--- src/rtl/mem_port_arbiter_pkg.sv ---
// Shared definitions for the single-port SRAM arbiter: FSM states, owner
// encoding and the default SRAM wait-state count.
package mem_port_arbiter_pkg;

  localparam int unsigned WaitCyclesDefault = 2;
  localparam int unsigned CntW              = 4;

  typedef enum logic [1:0] {
    StIdle   = 2'd0,
    StAccess = 2'd1,
    StDone   = 2'd2
  } arb_state_e;

  typedef enum logic {
    OwnerIf  = 1'b0,
    OwnerMem = 1'b1
  } owner_e;

endpackage

--- src/rtl/wait_counter.sv ---
// 4-bit down counter that paces SRAM wait states; saturates at zero.
module wait_counter
  import mem_port_arbiter_pkg::*;
(
  input  logic            clk_i,
  input  logic            rst_i,
  input  logic            load_i,
  input  logic [CntW-1:0] load_val_i,
  input  logic            dec_i,
  output logic            zero_o
);

  logic [CntW-1:0] count_q, count_d;

  always_comb begin
    count_d = count_q;
    if (load_i) begin
      count_d = load_val_i;
    end else if (dec_i && (count_q != '0)) begin
      count_d = count_q - 1'b1;
    end
  end

  always_ff @(posedge clk_i or posedge rst_i) begin
    if (rst_i) begin
      count_q <= '0;
    end else begin
      count_q <= count_d;
    end
  end

  assign zero_o = (count_q == '0);

endmodule

--- src/rtl/mem_port_arbiter.sv ---
// Arbitrates instruction-fetch and data-stage accesses onto one single-port
// SRAM with alternating priority under contention and fetch cancellation.
module mem_port_arbiter
  import mem_port_arbiter_pkg::*;
#(
  parameter int unsigned WAIT_CYCLES = WaitCyclesDefault
) (
  input  logic        clk,
  input  logic        rst,
  input  logic        ifReq,
  input  logic [31:0] ifAddr,
  input  logic        ifCancel,
  input  logic        memRead,
  input  logic        memWrite,
  input  logic [31:0] memAddr,
  input  logic [31:0] memWdata,
  output logic        ifValid,
  output logic [31:0] ifRdata,
  output logic        ifFreeze,
  output logic        memValid,
  output logic [31:0] memRdata,
  output logic        memFreeze,
  output logic [31:0] sramAddr,
  output logic [31:0] sramWdata,
  output logic        sramWe,
  output logic        sramRe,
  input  logic [31:0] sramRdata
);

  arb_state_e  state_q, state_d;
  owner_e      owner_q, owner_d;
  owner_e      last_owner_q, last_owner_d;
  logic [31:0] addr_q, addr_d;
  logic [31:0] wdata_q, wdata_d;
  logic        we_q, we_d;
  logic [31:0] if_rdata_q, if_rdata_d;
  logic [31:0] mem_rdata_q, mem_rdata_d;
  logic        if_valid_q, if_valid_d;
  logic        mem_valid_q, mem_valid_d;

  logic cnt_load, cnt_dec, cnt_zero;
  logic mem_pend, if_pend, grant_mem;

  wait_counter u_wait_counter (
    .clk_i      (clk),
    .rst_i      (rst),
    .load_i     (cnt_load),
    .load_val_i (CntW'(WAIT_CYCLES)),
    .dec_i      (cnt_dec),
    .zero_o     (cnt_zero)
  );

  assign mem_pend = memRead | memWrite;
  assign if_pend  = ifReq & ~ifCancel;

  always_comb begin
    state_d      = state_q;
    owner_d      = owner_q;
    last_owner_d = last_owner_q;
    addr_d       = addr_q;
    wdata_d      = wdata_q;
    we_d         = we_q;
    if_rdata_d   = if_rdata_q;
    mem_rdata_d  = mem_rdata_q;
    if_valid_d   = 1'b0;
    mem_valid_d  = 1'b0;
    cnt_load     = 1'b0;
    cnt_dec      = 1'b0;
    grant_mem    = 1'b0;

    unique case (state_q)
      StIdle: begin
        if (mem_pend || if_pend) begin
          // MEM wins a tie unless it owned the previous access.
          grant_mem = mem_pend && (!if_pend || (last_owner_q != OwnerMem));
          state_d   = StAccess;
          cnt_load  = 1'b1;
          if (grant_mem) begin
            owner_d = OwnerMem;
            addr_d  = memAddr;
            wdata_d = memWdata;
            we_d    = memWrite;
          end else begin
            owner_d = OwnerIf;
            addr_d  = ifAddr;
            we_d    = 1'b0;
          end
        end
      end
      StAccess: begin
        if ((owner_q == OwnerIf) && ifCancel) begin
          state_d = StIdle;
        end else if (cnt_zero) begin
          state_d      = StDone;
          last_owner_d = owner_q;
          if (owner_q == OwnerIf) begin
            if_rdata_d = sramRdata;
            if_valid_d = 1'b1;
          end else begin
            if (!we_q) begin
              mem_rdata_d = sramRdata;
            end
            mem_valid_d = 1'b1;
          end
        end else begin
          cnt_dec = 1'b1;
        end
      end
      StDone: state_d = StIdle;
      default: state_d = StIdle;
    endcase
  end

  always_ff @(posedge clk or posedge rst) begin
    if (rst) begin
      state_q      <= StIdle;
      owner_q      <= OwnerIf;
      last_owner_q <= OwnerIf;
      addr_q       <= '0;
      wdata_q      <= '0;
      we_q         <= 1'b0;
      if_rdata_q   <= '0;
      mem_rdata_q  <= '0;
      if_valid_q   <= 1'b0;
      mem_valid_q  <= 1'b0;
    end else begin
      state_q      <= state_d;
      owner_q      <= owner_d;
      last_owner_q <= last_owner_d;
      addr_q       <= addr_d;
      wdata_q      <= wdata_d;
      we_q         <= we_d;
      if_rdata_q   <= if_rdata_d;
      mem_rdata_q  <= mem_rdata_d;
      if_valid_q   <= if_valid_d;
      mem_valid_q  <= mem_valid_d;
    end
  end

  // Strobes decode from state so a reset drops them without waiting for a clock.
  assign sramWe    = (state_q == StAccess) & we_q;
  assign sramRe    = (state_q == StAccess) & ~we_q;
  assign sramAddr  = addr_q;
  assign sramWdata = wdata_q;

  assign ifValid   = if_valid_q;
  assign memValid  = mem_valid_q;
  assign ifRdata   = if_rdata_q;
  assign memRdata  = mem_rdata_q;
  assign ifFreeze  = ifReq & ~if_valid_q;
  assign memFreeze = mem_pend & ~mem_valid_q;

endmodule

--- config.mk ---
export PLATFORM = sky130hd
export DESIGN_NAME = mem_port_arbiter
export DESIGN_NICKNAME = d
export VERILOG_FILES = /design/src/rtl/mem_port_arbiter_pkg.sv /design/src/rtl/wait_counter.sv /design/src/rtl/mem_port_arbiter.sv
export SDC_FILE = /design/constraint.sdc
export NUM_CORES = 1
export LEC_CHECK = 0
export ABC_AREA = 1
export BUFFER_PORTS_ARGS = -buffer_cell sky130_fd_sc_hd__buf_2
export CORE_UTILIZATION = 40
export DETAILED_ROUTE_END_ITERATION = 7
export HOLD_SLACK_MARGIN = 0.15
export PLACE_DENSITY = 0.69
export SLEW_MARGIN = 20
export SYNTH_ARGS = -nofsm -noshare
export SYNTH_HDL_FRONTEND = slang
export SYNTH_SLANG_ARGS = --single-unit
--- constraint.sdc ---
create_clock -name clk -period 6.4 [get_ports clk]
set_clock_uncertainty 0.1 [all_clocks]
set_input_delay 0.96 -clock clk [delete_from_list [all_inputs] [get_ports clk]]
set_output_delay 0.96 -clock clk [all_outputs]
set_load 0.02 [all_outputs]
==> metrics.md <==
| Metric | Value |
|---|---|
| Setup Crit Path Kind | in2reg |
| Core region area | around 0.015 mm^2 |
| Worst vdd ir | 0.243 mV |
| Final Setup Violations | 0 |
| Post-DRT Antenna Nets | 0 |
| Slew headroom | 0.421 |
| Yosys reg bits | 139 |
| Final Worst Setup Slack | around 3 ns |
| I/O pins | 268 |
| Synthesized instance count | around 730 |
| Pwr dens | 568 mW/mm^2 |
| RSZ-0062 raised after global routing | false |
| Clock Power Share | 0.230 |
| Die ar. | roughly 0.016 mm^2 |
| Peak Freq | 300 MHz |
| Register area share after synthesis | 0.565 |
| Routed vias | 5678 |
| Die height | between 100 and 150 um |
| Sw frac | 0.437 |
| Fillers | 1444 |
| Clock Path Buffers | 2 |
| Final setup TNS | 0 ns |
| Ant. Diodes | 0 |
| Period utilization | 0.521 |
| Num Clock Sinks | 139 |
| Vias in the first global route | 5411 |
| Synth area leaders | dfrtp_1 57%, nand2_1 19%, nand3_1 11% |
| Syn_nets | 867 |
| Pins Over Slew Limit | 0 |
| Pre-antenna DRT Iters | 5 |
| Global route total overflow | 0 |
| Avg Inst Size Synth | 8.40 um^2 |
| Top_reg_cell synth | dfrtp_1 |
| Leakage | 4.76 nW |
| Nets | 1114 |
| Startpoint types | input port |
| Global-route usage over all layers | 0.224 |
| Initial antenna violation count | 0 |
| Most instantiated cells after synthesis | 304 x nand2_1, 140 x nand3_1, 139 x dfrtp_1, 42 x inv_1, 32 x nand3b_1 |
| Die width | 126 um |
| Yosys top cell area share | 0.565 |
| Ys Warns | 0 |
| Via/cell ratio | 4.84 |
| Sw Pwr | just over 0.002 W |
| Insertion delay to the later sink of the worst-skew pair | 0.41 ns |
| Measured slew at the worst slew-check pin | 0.867 ns |
| Critical Path RT | about 6.6 ns |
| Post-synth EDFFs | 0 |
| Sequential share of power | 0.331 |
| Share of layout cells above drive strength 1 | 0.321 |
| Synth cell types | 20 |
| # DRC | 0 |
| Setup Fix Bufs, Post-CTS | 0 |
| Port Buf Inserts | 267 |
| Mapped cell area | 0.00615 mm^2 |
| DR WL/cell | 14.8 um |
| Cell taking the most area after synthesis | dfrtp_1 |
| Initial DRC count | 447 |
| H-tree levels | 4 |
| CTS tree | yes |
| Worst-path cell chain | buf_2 -> nor2_1 -> inv_2 -> nand2_2 -> inv_2 -> nand2_2 -> nand2_1 -> nand2_1 |
| Initial Utilization | 0.417 |
| Max-cap violation count | 0 |
| Worst-path fanout max | 34 |
| # hold bufs at CTS | 0 |
| Hpwl dp | 11.7 mm |
| Final Hold Vio Count | 0 |
| Area grow syn2layout | 32.5% |
| Internal | roughly 0.0026 W |
| Fin Hold WS | 0.363 ns |
| Endpoint class of the critical path | register |
| Cells resized by post-CTS repair | 0 |
| Largest net degree at the start of global routing | 80 |
| HP Class | reg2reg |
| Status | finished, final reports clean |
| Clk root buf | clkbuf_16 |
| CP max stage delay | 0.62 ns |
| First-pass GRT wire length | around 28 mm |
| Crit path max-delay cell type | inv_2 |
| Routability cong. | 0.791 |
| CP Data Arrival Time | 3.53 ns |
| Async set or reset register ratio after synthesis | 1.00 |
| Tot Pwr | 0.00463 W |
| Clock buffer count from CTS | 17 |
| DRT Wirelength | 17.4 mm |
| Logic pwr share | 0.439 |
| Count leader, synth | nand2_1 |
| Clock-pin slew on the worst setup and hold paths | 0.06 ns |
| Final min period | 3.34 ns |
| Row count | 44 |
| Setup WS pre-CTS | around 2.6 ns |
-- cell usage in the layout, fill, tap and decap left out, drive strengths merged, types with 2 or more instances in the layout --
master | netlist | routed
buf | 28 | 271
bufinv | 0 | 5
clkbuf | 15 | 18
clkinv | 1 | 6
clkinvlp | 0 | 2
dfrtp | 139 | 139
inv | 48 | 48
nand2 | 308 | 308
nand3 | 141 | 141
nand3b | 32 | 32
nor2 | 14 | 14
o21ai | 4 | 4
-- layer usage --
layer | global-route usage | vias up | part of all wire
met5 | 0 | - | 0
met4 | 0.0850 | 0 | 0.020
met3 | 0.0552 | 24 | 0.071
met2 | 0.355 | 233 | 0.47
met1 | 0.296 | 2619 | 0.44
li1 | - | 2802 | -
-- registers in the layout, summed over array words and instances (netlist names) --
signal,flops
ifRdata,32
ifValid,1
last_owner_q,1
memRdata,32
memValid,1
owner_q,1
sramAddr,32
sramWdata,32
state_q,2
u_wait_counter.count_q,4
we_q,1
-- layout make-up --
class                   count  area [um^2]  area share
clock buffers              18          439      0.0539
clock inverters            12          198      0.0243
inverters                  49          189      0.0232
multi-input cells         501         2250       0.276
flip-flops and latches    139         3480       0.427
well taps                 184          230      0.0283
repair buffers            271         1370       0.168
-- path summary, 6_finish.rpt --
path | from | to | slack, ns | cells after the start
min in group asynchronous | rst | sramWdata[27] | 0.57 | 2
max | memWrite | sramWdata[27] | 3.06 | 8
min | sramWdata[16] | sramWdata[16] | 0.36 | 2
max in group asynchronous | rst | ifRdata[5] | 4.38 | 3
min reg2reg | sramWdata[16] | sramWdata[16] | 0.36 | 2
max reg2reg | last_owner_q | sramWdata[27] | 3.47 | 7
-- critical path: cells and delay by family --
kind	cells	cell delay (ns)
buffers and inverters	3	1.15
AND/OR/NAND/NOR	5	1.37
-- power by group through the flow --
stage / registers [W] / logic (W) / clock network, W
detailed placement: 0.00153 / 0.00206 / 0
global placement: 0.00153 / 0.00202 / 0
CTS: 0.00153 / 0.00206 / 0.00109
floorplan: 0.00200 / 0.000918 / 0
global route: 0.00158 / 0.00225 / 0.00113
finish: 0.00153 / 0.00203 / 0.00106
-- logic make-up (layout without fill, tap and decap cells) --
kind of cell | count (synthesis) | after routing | share of synthesized area
adder cells (fa/ha/maj) | 1 | 1 | 0.00203
AND/OR/NAND/NOR | 495 | 495 | 0.359
flip-flops | 139 | 139 | 0.565
XOR/XNOR | 1 | 1 | 0.00142
buffers and inverters | 92 | 350 | 0.0691
AO/OA/AOI/OAI | 4 | 4 | 0.00325
-- metrics by stage --
| step | std cells | instance area [um^2] | util |
|---|---|---|---|
| 2_1_floorplan | 732 | 6150 | - |
| 3_3_place_gp | 1144 | 7510 | 0.509 |
| 3_5_place_dp | 1144 | 7510 | 0.509 |
| 4_1_cts | 1174 | 8150 | 0.552 |
| 5_1_grt | 1174 | 8150 | 0.552 |
| 6_report | 1174 | 8150 | 0.552 |
Note: power is estimated with default switching activity, not from simulation.
